<file path="src/rtl/pipe_pal_reader.sv">
// Read-side responder for the palette table: a registered request stage, a
// combinational table read with write-through bypass, and a 3-entry response FIFO.
module pipe_pal_reader #(
    parameter int unsigned W_DATA = 32,
    parameter int unsigned W_ADDR = 4,
    parameter int unsigned DEPTH  = 16
) (
    input  logic              i_clk,
    input  logic              resetn,
    input  logic              wr_en,
    input  logic [W_ADDR-1:0] wr_addr,
    input  logic [W_DATA-1:0] wr_data,
    input  logic              req_valid,
    output logic              req_ready,
    input  logic [W_ADDR-1:0] req_addr,
    output logic              rsp_valid,
    input  logic              rsp_ready,
    output logic [W_DATA-1:0] rsp_data,
    output logic              rsp_err
);

    logic [W_DATA-1:0] mem [DEPTH];

    logic              s1_valid;
    logic [W_ADDR-1:0] s1_addr;

    logic [W_DATA-1:0] fifo_data [3];
    logic              fifo_err  [3];
    logic [1:0]        wr_ptr;
    logic [1:0]        rd_ptr;
    logic [1:0]        fifo_cnt;
    logic              ready_en;

    logic              accept;
    logic              push;
    logic              pop;
    logic              in_range;
    logic [W_DATA-1:0] push_data;
    logic [2:0]        occupancy;

    function automatic logic [1:0] ptr_next(input logic [1:0] p);
        return (p == 2'd2) ? 2'd0 : p + 2'd1;
    endfunction

    // Out-of-range addresses never match any implemented entry, so they
    // fall through as data 0 with err set.
    always_comb begin
        in_range  = 1'b0;
        push_data = '0;
        for (int unsigned i = 0; i < DEPTH; i++) begin
            if (s1_addr == i[W_ADDR-1:0]) begin
                in_range  = 1'b1;
                push_data = mem[i];
            end
        end
        if (in_range && wr_en && (wr_addr == s1_addr)) begin
            push_data = wr_data;
        end
    end

    // Occupancy counts the in-flight s1 slot so a push always finds room.
    assign occupancy = {1'b0, fifo_cnt} + {2'b00, s1_valid};
    assign req_ready = ready_en && (occupancy < 3'd3);
    assign accept    = req_valid && req_ready;
    assign push      = s1_valid;
    assign rsp_valid = (fifo_cnt != 2'd0);
    assign pop       = rsp_valid && rsp_ready;
    assign rsp_data  = fifo_data[rd_ptr];
    assign rsp_err   = fifo_err[rd_ptr];

    always_ff @(posedge i_clk) begin
        if (!resetn) begin
            for (int unsigned i = 0; i < DEPTH; i++) begin
                mem[i] <= '0;
            end
            for (int unsigned i = 0; i < 3; i++) begin
                fifo_data[i] <= '0;
                fifo_err[i]  <= 1'b0;
            end
            s1_valid <= 1'b0;
            s1_addr  <= '0;
            wr_ptr   <= '0;
            rd_ptr   <= '0;
            fifo_cnt <= '0;
            ready_en <= 1'b0;
        end else begin
            ready_en <= 1'b1;
            for (int unsigned i = 0; i < DEPTH; i++) begin
                if (wr_en && (wr_addr == i[W_ADDR-1:0])) begin
                    mem[i] <= wr_data;
                end
            end

            s1_valid <= accept;
            if (accept) begin
                s1_addr <= req_addr;
            end

            if (push) begin
                fifo_data[wr_ptr] <= push_data;
                fifo_err[wr_ptr]  <= !in_range;
                wr_ptr            <= ptr_next(wr_ptr);
            end
            if (pop) begin
                rd_ptr <= ptr_next(rd_ptr);
            end

            case ({push, pop})
                2'b10:   fifo_cnt <= fifo_cnt + 2'd1;
                2'b01:   fifo_cnt <= fifo_cnt - 2'd1;
                default: fifo_cnt <= fifo_cnt;
            endcase
        end
    end

    always_ff @(posedge i_clk) begin
        if (resetn && push) begin
            assert (fifo_cnt != 2'd3);
        end
    end

endmodule

</file>
<file path="config.mk">
export PLATFORM = sky130hd
export DESIGN_NAME = pipe_pal_reader
export DESIGN_NICKNAME = d
export VERILOG_FILES = /design/src/rtl/pipe_pal_reader.sv
export SDC_FILE = /design/constraint.sdc
export NUM_CORES = 1
export LEC_CHECK = 0
export CAP_MARGIN = 20
export CORE_UTILIZATION = 65
export DETAILED_ROUTE_END_ITERATION = 10
export PLACE_DENSITY = 0.83
export SYNTH_ARGS = -nofsm -noshare
export SYNTH_HDL_FRONTEND = slang
export SYNTH_SLANG_ARGS = --single-unit
</file>
<file path="constraint.sdc">
create_clock -name i_clk -period 9 [get_ports i_clk]
set_clock_uncertainty 0.15 [all_clocks]
set_input_delay 1.8 -clock i_clk [delete_from_list [all_inputs] [get_ports i_clk]]
set_output_delay 1.8 -clock i_clk [all_outputs]
set_load 0.02 [all_outputs]
</file>
==> flow_summary_export.csv, run 1 <==
group,metric,value,unit
synthesis,yosysWarnings,0,
synthesis,ys_ff_latch,658,
floorplanning,die-height,214,um
global_routing,grt_util_all_layers,0.357,
worst_setup_path,end_kind,"output port",
clock_network,htreeDepth,2,
worst_setup_path,slowest_delay,0.67,ns
drt,drtAntennaViolNets,0,
worst_setup_path,start_kind,"flop",
flow_run,max_cap_violations,0,
final_layout,area_delta_synth_final,9.95,%
synthesis,async_reset_ff_frac,0,
timing,hold_violations,0,
worst_hold_path,hold_class,"reg2reg",
worst_hold_path,min_from,"fifo_err[1]",
synthesis,synthDistinctLibCells,91,
final_layout,fin_cells,2878,
placed_design,gp_congestion,0.938,
clock_network,cts_resized,0,
clock_network,cts_tree,"yes",
synthesis,synth_nets,2294,
worst_setup_path,arrival,2.80,ns
timing,min_period_over_period,0.528,
global_routing,grt_max_degree,67,
drt,drt_first_pass_iters,6,
timing,min_period,4.75,ns
final_layout,utilization,0.724,
worst_setup_path,crit_required,7.05,ns
global_routing,grt_pass1_vias,19300,
clock_network,hold_buffers,0,
timing,grt_setup_unrepaired,"no",
synthesis,synthFlopType,"edfxtp_1",
placed_design,hpwl,49100,um
timing,finalMaxSlewViolations,0,
timing,fmax,0.211,GHz
timing,holdWs,0.344,ns
final_layout,drive_gt1_frac,0.104,
synthesis,syn_area,29100,um2
final_layout,n_antenna_cell,0,
drt,viasPerCell,6.87,
synthesis,synth_cells,2246,
worst_setup_path,r2r_start,"s1_addr[0]",
final_layout,nets,2289,
drt,wl_per_cell,27.9,um
floorplanning,core.rowCount,77,
synthesis,synth_area_leader_cell,"edfxtp_1",
global_routing,grt_remaining_overflow,0,
clock_network,insertion_delay,0.64,ns
clock_network,numCtsBuffers,61,
clock_network,cts-root-buf,"clkbuf_16",
synthesis,synth_edf_count,641,
worst_setup_path,path_class,"reg2out",
floorplanning,pin_count,80,
placed_design,dp.cells,2770,
timing,maxSlewHeadroom,0.196,
outcome,status,"finished clean",
clock_network,clk_pin_slew,0.06,ns
drt,drtIter0Drc,3789,
synthesis,synth.area.top_cells,"edfxtp_1 (66%), nor2_1 (6.3%), mux4_2 (4.3%)",
timing,finalSetupViolations,0,
floorplanning,die_x,214,um
drt,wirelength,80400,um
synthesis,synth-seq-area-share,0.673,
power_and_ir_drop,leakage,10.9,nW
worst_setup_path,path_cells,"buf_4 -> mux4_2 -> clkdlybuf4s50_1",
clock_network,post-cts-setup-buffers,0,
power_and_ir_drop,p_total,6.84,mW
floorplanning,core_area,44200,um2
worst_setup_path,path_max_fanout,33,
drt,vias,19800,
timing,final.setup.tns,0,ns
placed_design,numPortBuffers,79,
floorplanning,die_area,45600,um2
clock_network,clock_sinks,658,
synthesis,synth.avg_cell_area,13.0,um2
power_and_ir_drop,ir_drop,168,uV
synthesis,synth_top_area_frac,0.661,
worst_setup_path,cp_slowest_cell,"clkdlybuf4s50_1",
clock_network,clk_path_buf_depth,3,
global_routing,antenna_found_initial,1,
floorplanning,start_util,0.658,
power_and_ir_drop,power_per_cell_area,214,nW/um2
drt,drc_errors,0,
global_routing,grt_first_pass_wirelength,118000,um
timing,worst_slew_pin_slew,1.20,ns
[stage by stage]
step                      setup WS (ns)  cell area [um2]
final                              4.25            32000
after global routing               4.15            32000
after CTS                          4.25            32000
after detailed placement           4.02            30100
after global placement             4.08            30100
after floorplan                    3.95            29100
[placed cells by master, fill, tap and decap left out, types with 13 or more instances in the layout]
master           Yosys  layout
a211o_1             16      16
a21oi_1             72      72
a31oi_1             13      13
buf_4               24      47
clkbuf_1           121      25
clkbuf_16            0      63
clkdlybuf4s50_1      0      78
edfxtp_1           641     641
inv_1               67      67
mux2_2              14      14
mux2i_1             62      62
mux4_2              55      55
nand2_1            104     104
nand2b_1            23      23
nand3_1             14      14
nor2_1             491     491
nor2b_1             32      31
nor3_1              32      32
o21a_1              16      16
o21ai_0            119     113
o22ai_1             34      34
[area by class of cell]
class,instances,area [um2]
tap,592,741
fill,2646,12200
inverter,70,264
clock inverter,13,114
multi-input combinational,1324,8380
timing repair buffer,126,1140
clock buffer,95,1770
sequential,658,19600
[worst max-delay path, delay by kind of cell (launching register included)]
family | cells | cell delay, ns
buffers and inverters | 2 | 1.21
muxes | 1 | 0.61
DFF | 1 | 0.31
[cell families after synthesis]
group	synth area share
simple gates	0.115
mux	0.0693
flops	0.673
other cells	0.000129
xor+xnor	0.00181
compound gates	0.0982
fa+ha+maj	0.00129
buf+inv	0.0416
[registers in the layout (all words and copies together) (netlist names), named ones only]
register,flops
fifo_cnt,2
fifo_data,128
fifo_err,4
mem,512
push,1
rd_ptr,2
ready_en,1
s1_addr,4
wr_ptr,2
[power breakdown]
group,switching (mW),internal (mW)
Combinational,0.466,0.242
Sequential,0.0800,3.57
Clock,1.09,1.39
[worst paths after layout]
kind | to | slack [ns] | cells after the start
worst max register to register | fifo_data[0][8] | 4.40 | 7
worst min-delay path | fifo_err[1] | 0.34 | 1
worst min register to register | fifo_err[1] | 0.34 | 1
worst max-delay path | rsp_data[30] | 4.25 | 3
[synthesized netlist by cell type (11+ instances only)]
cell and count:
a211oi_1 12, o21a_1 16, buf_2 36, mux2_2 14, o21ai_0 119, buf_6 11
nor2b_1 32, inv_1 67, clkbuf_1 121, a31oi_1 13, a211o_1 16, buf_4 24
o221ai_1 11, a2bb2oi_1 11, nand2b_1 23, dfxtp_1 17, edfxtp_1 641, o211ai_1 11
o22ai_1 34, a21oi_1 72, mux4_2 55, mux2i_1 62, nand2_1 104, nor3_1 32
nor2_1 491, nand3_1 14
[layer usage]
metal,vias to the layer above,GRT usage,wire (um)
met2,1742,0.559,37400
li1,8253,-,-
met1,9534,0.473,27700
met3,232,0.111,12400
met5,-,0,0
met4,0,0.133,2920
Note: power is estimated with default switching activity, not from simulation.
==> run 2, diff against run 1 <==
Settings changed: CORE_UTILIZATION 65 to 56, PLACE_DENSITY 0.83 to 0.76.
Clock period 9 ns to 4.2 ns, I/O delays scaled along.
==> flow_summary_export.csv, run 2 (same netlist as run 1, synthesis figures left out) <==
group,metric,value,unit
floorplanning,pin_count,80,
drt,vias,19600,
floorplanning,die_x,230,um
timing,min_period,3.77,ns
global_routing,grt_util_all_layers,0.298,
power_and_ir_drop,leakage,11.3,nW
clock_network,cts_tree,"yes",
global_routing,grt_max_degree,58,
timing,grt_setup_unrepaired,"no",
clock_network,hold_buffers,0,
final_layout,seq_area,19600,um2
worst_setup_path,end_kind,"output port",
global_routing,grt_pass1_vias,18800,
timing,maxSlewHeadroom,0.402,
final_layout,reg_top3,"mem (512), fifo_data (128)",
global_routing,antenna_found_initial,2,
global_routing,grt_first_pass_wirelength,117000,um
worst_setup_path,slowest_delay,0.75,ns
worst_hold_path,hold_class,"reg2reg",
drt,drtIter0Drc,2793,
floorplanning,die_area,52900,um2
worst_setup_path,path_class,"reg2out",
clock_network,clk_path_buf_depth,3,
clock_network,post-cts-setup-buffers,0,
worst_setup_path,arrival,2.78,ns
clock_network,numCtsBuffers,68,
placed_design,hpwl,49800,um
clock_network,clk_pin_slew,0.06,ns
worst_setup_path,path_cells,"buf_4 -> mux4_2 -> clkdlybuf4s50_1",
final_layout,fillCellCount,3658,
final_layout,regMostFlops,"mem",
timing,fmax,0.266,GHz
outcome,status,"finished clean",
worst_setup_path,crit_required,3.21,ns
drt,wl_per_cell,26.1,um
timing,final.setup.tns,0,ns
drt,viasPerCell,6.46,
clock_network,cts_resized,0,
floorplanning,core_area,51300,um2
drt,wirelength,79000,um
placed_design,gp_congestion,0.968,
worst_setup_path,path_max_fanout,18,
clock_network,cts-root-buf,"clkbuf_16",
clock_network,insertion_delay,0.61,ns
drt,drtAntennaViolNets,0,
worst_setup_path,cp_slowest_cell,"dfxtp_2",
clock_network,htreeDepth,3,
placed_design,numPortBuffers,79,
final_layout,area_delta_synth_final,12.9,%
floorplanning,start_util,0.567,
worst_setup_path,worst-r2r-setup-slack,0.78,ns
drt,drc_errors,0,
timing,hold_violations,0,
power_and_ir_drop,ir_drop,317,uV
power_and_ir_drop,power_per_cell_area,470,nW/um2
final_layout,layout_commonest_cell,"edfxtp_1",
worst_setup_path,path_buf_inv,2,
timing,min_period_over_period,0.896,
timing,finalMaxSlewViolations,0,
drt,drt_first_pass_iters,8,
floorplanning,die-height,230,um
worst_setup_path,start_kind,"flop",
floorplanning,core.rowCount,83,
global_routing,grt_remaining_overflow,0,
final_layout,drive_gt1_frac,0.128,
clock_network,clock_sinks,658,
final_layout,n_antenna_cell,0,
final_layout,utilization,0.641,
timing,worst_slew_pin_slew,0.893,ns
worst_setup_path,critical_path.top_delay_family,"buffers and inverters",
final_layout,multi_input_area,8380,um2
final_layout,largest_reg_flops,512,
final_layout,nets,2340,
timing,finalSetupViolations,0,
final_layout,final_cell_mix,"edfxtp_1 (641), nor2_1 (491), o21ai_0 (113), nand2_1 (104), buf_4 (87)",
flow_run,max_cap_violations,0,
run 2: cell types whose count changed in the layout (fill, tap and decap cells not counted):
cell / before / now
inv_6: 1 / 4
bufinv_16: 2 / 8
clkinvlp_4: 0 / 3
clkinv_2: 7 / 10
clkbuf_1: 25 / 10
clkbuf_16: 63 / 70
buf_12: 0 / 4
clkinv_4: 0 / 1
clkinv_8: 0 / 1
clkbuf_8: 7 / 1
buf_4: 47 / 87
clkinv_1: 5 / 19
run 2: final cells by class:
type                       instances  share of cell area
clock inverter                    44              0.0133
timing repair buffer             170              0.0462
inverter                          70             0.00803
tap                              680              0.0259
multi-input combinational       1324               0.255
clock buffer                      81              0.0549
sequential                       658               0.597
run 2: where the power goes:
group / switching, mW / internal [mW] / leakage, nW / total (mW)
Sequential: 0.175 / 7.64 / 6.36 / 7.82
Combinational: 0.977 / 0.551 / 3.84 / 1.53
Clock: 2.53 / 3.57 / 1.09 / 6.10
run 2: worst paths after layout:
| kind | startpoint | cells past startpoint | endpoint |
|---|---|---|---|
| setup / recovery | flop | 3 | rsp_data[16] |
| hold / removal | fifo_err[1] | 1 | fifo_err[1] |
| setup reg to reg | s1_addr[0] | 7 | fifo_data[0][24] |
| hold reg to reg | fifo_err[1] | 1 | fifo_err[1] |
run 2: layer usage:
layer	wire length, um	share of wire	up-vias	track usage
li1	-	-	8374	-
met1	29200	0.37	9605	0.403
met2	36900	0.47	1400	0.467
met3	10400	0.13	185	0.0822
met4	2360	0.030	0	0.0991
met5	0	0	-	0
run 2: per-stage QoR:
| stage | worst slack, ns | power (mW) | std cells | instance area, um2 | hold slack [ns] |
|---|---|---|---|---|---|
| 6_report | 0.435 | 15.4 | 3027 | 32900 | 0.364 |
| 5_1_grt | 0.308 | 15.8 | 3027 | 32900 | 0.381 |
| 4_1_cts | 0.356 | 15.4 | 3027 | 32900 | 0.365 |
| 3_5_place_dp | 0.565 | 9.43 | 2902 | 30600 | 0.328 |
| 3_3_place_gp | 0.630 | 9.37 | 2902 | 30600 | 0.317 |
| 2_1_floorplan | 0.106 | 8.82 | 2246 | 29100 | 0.304 |
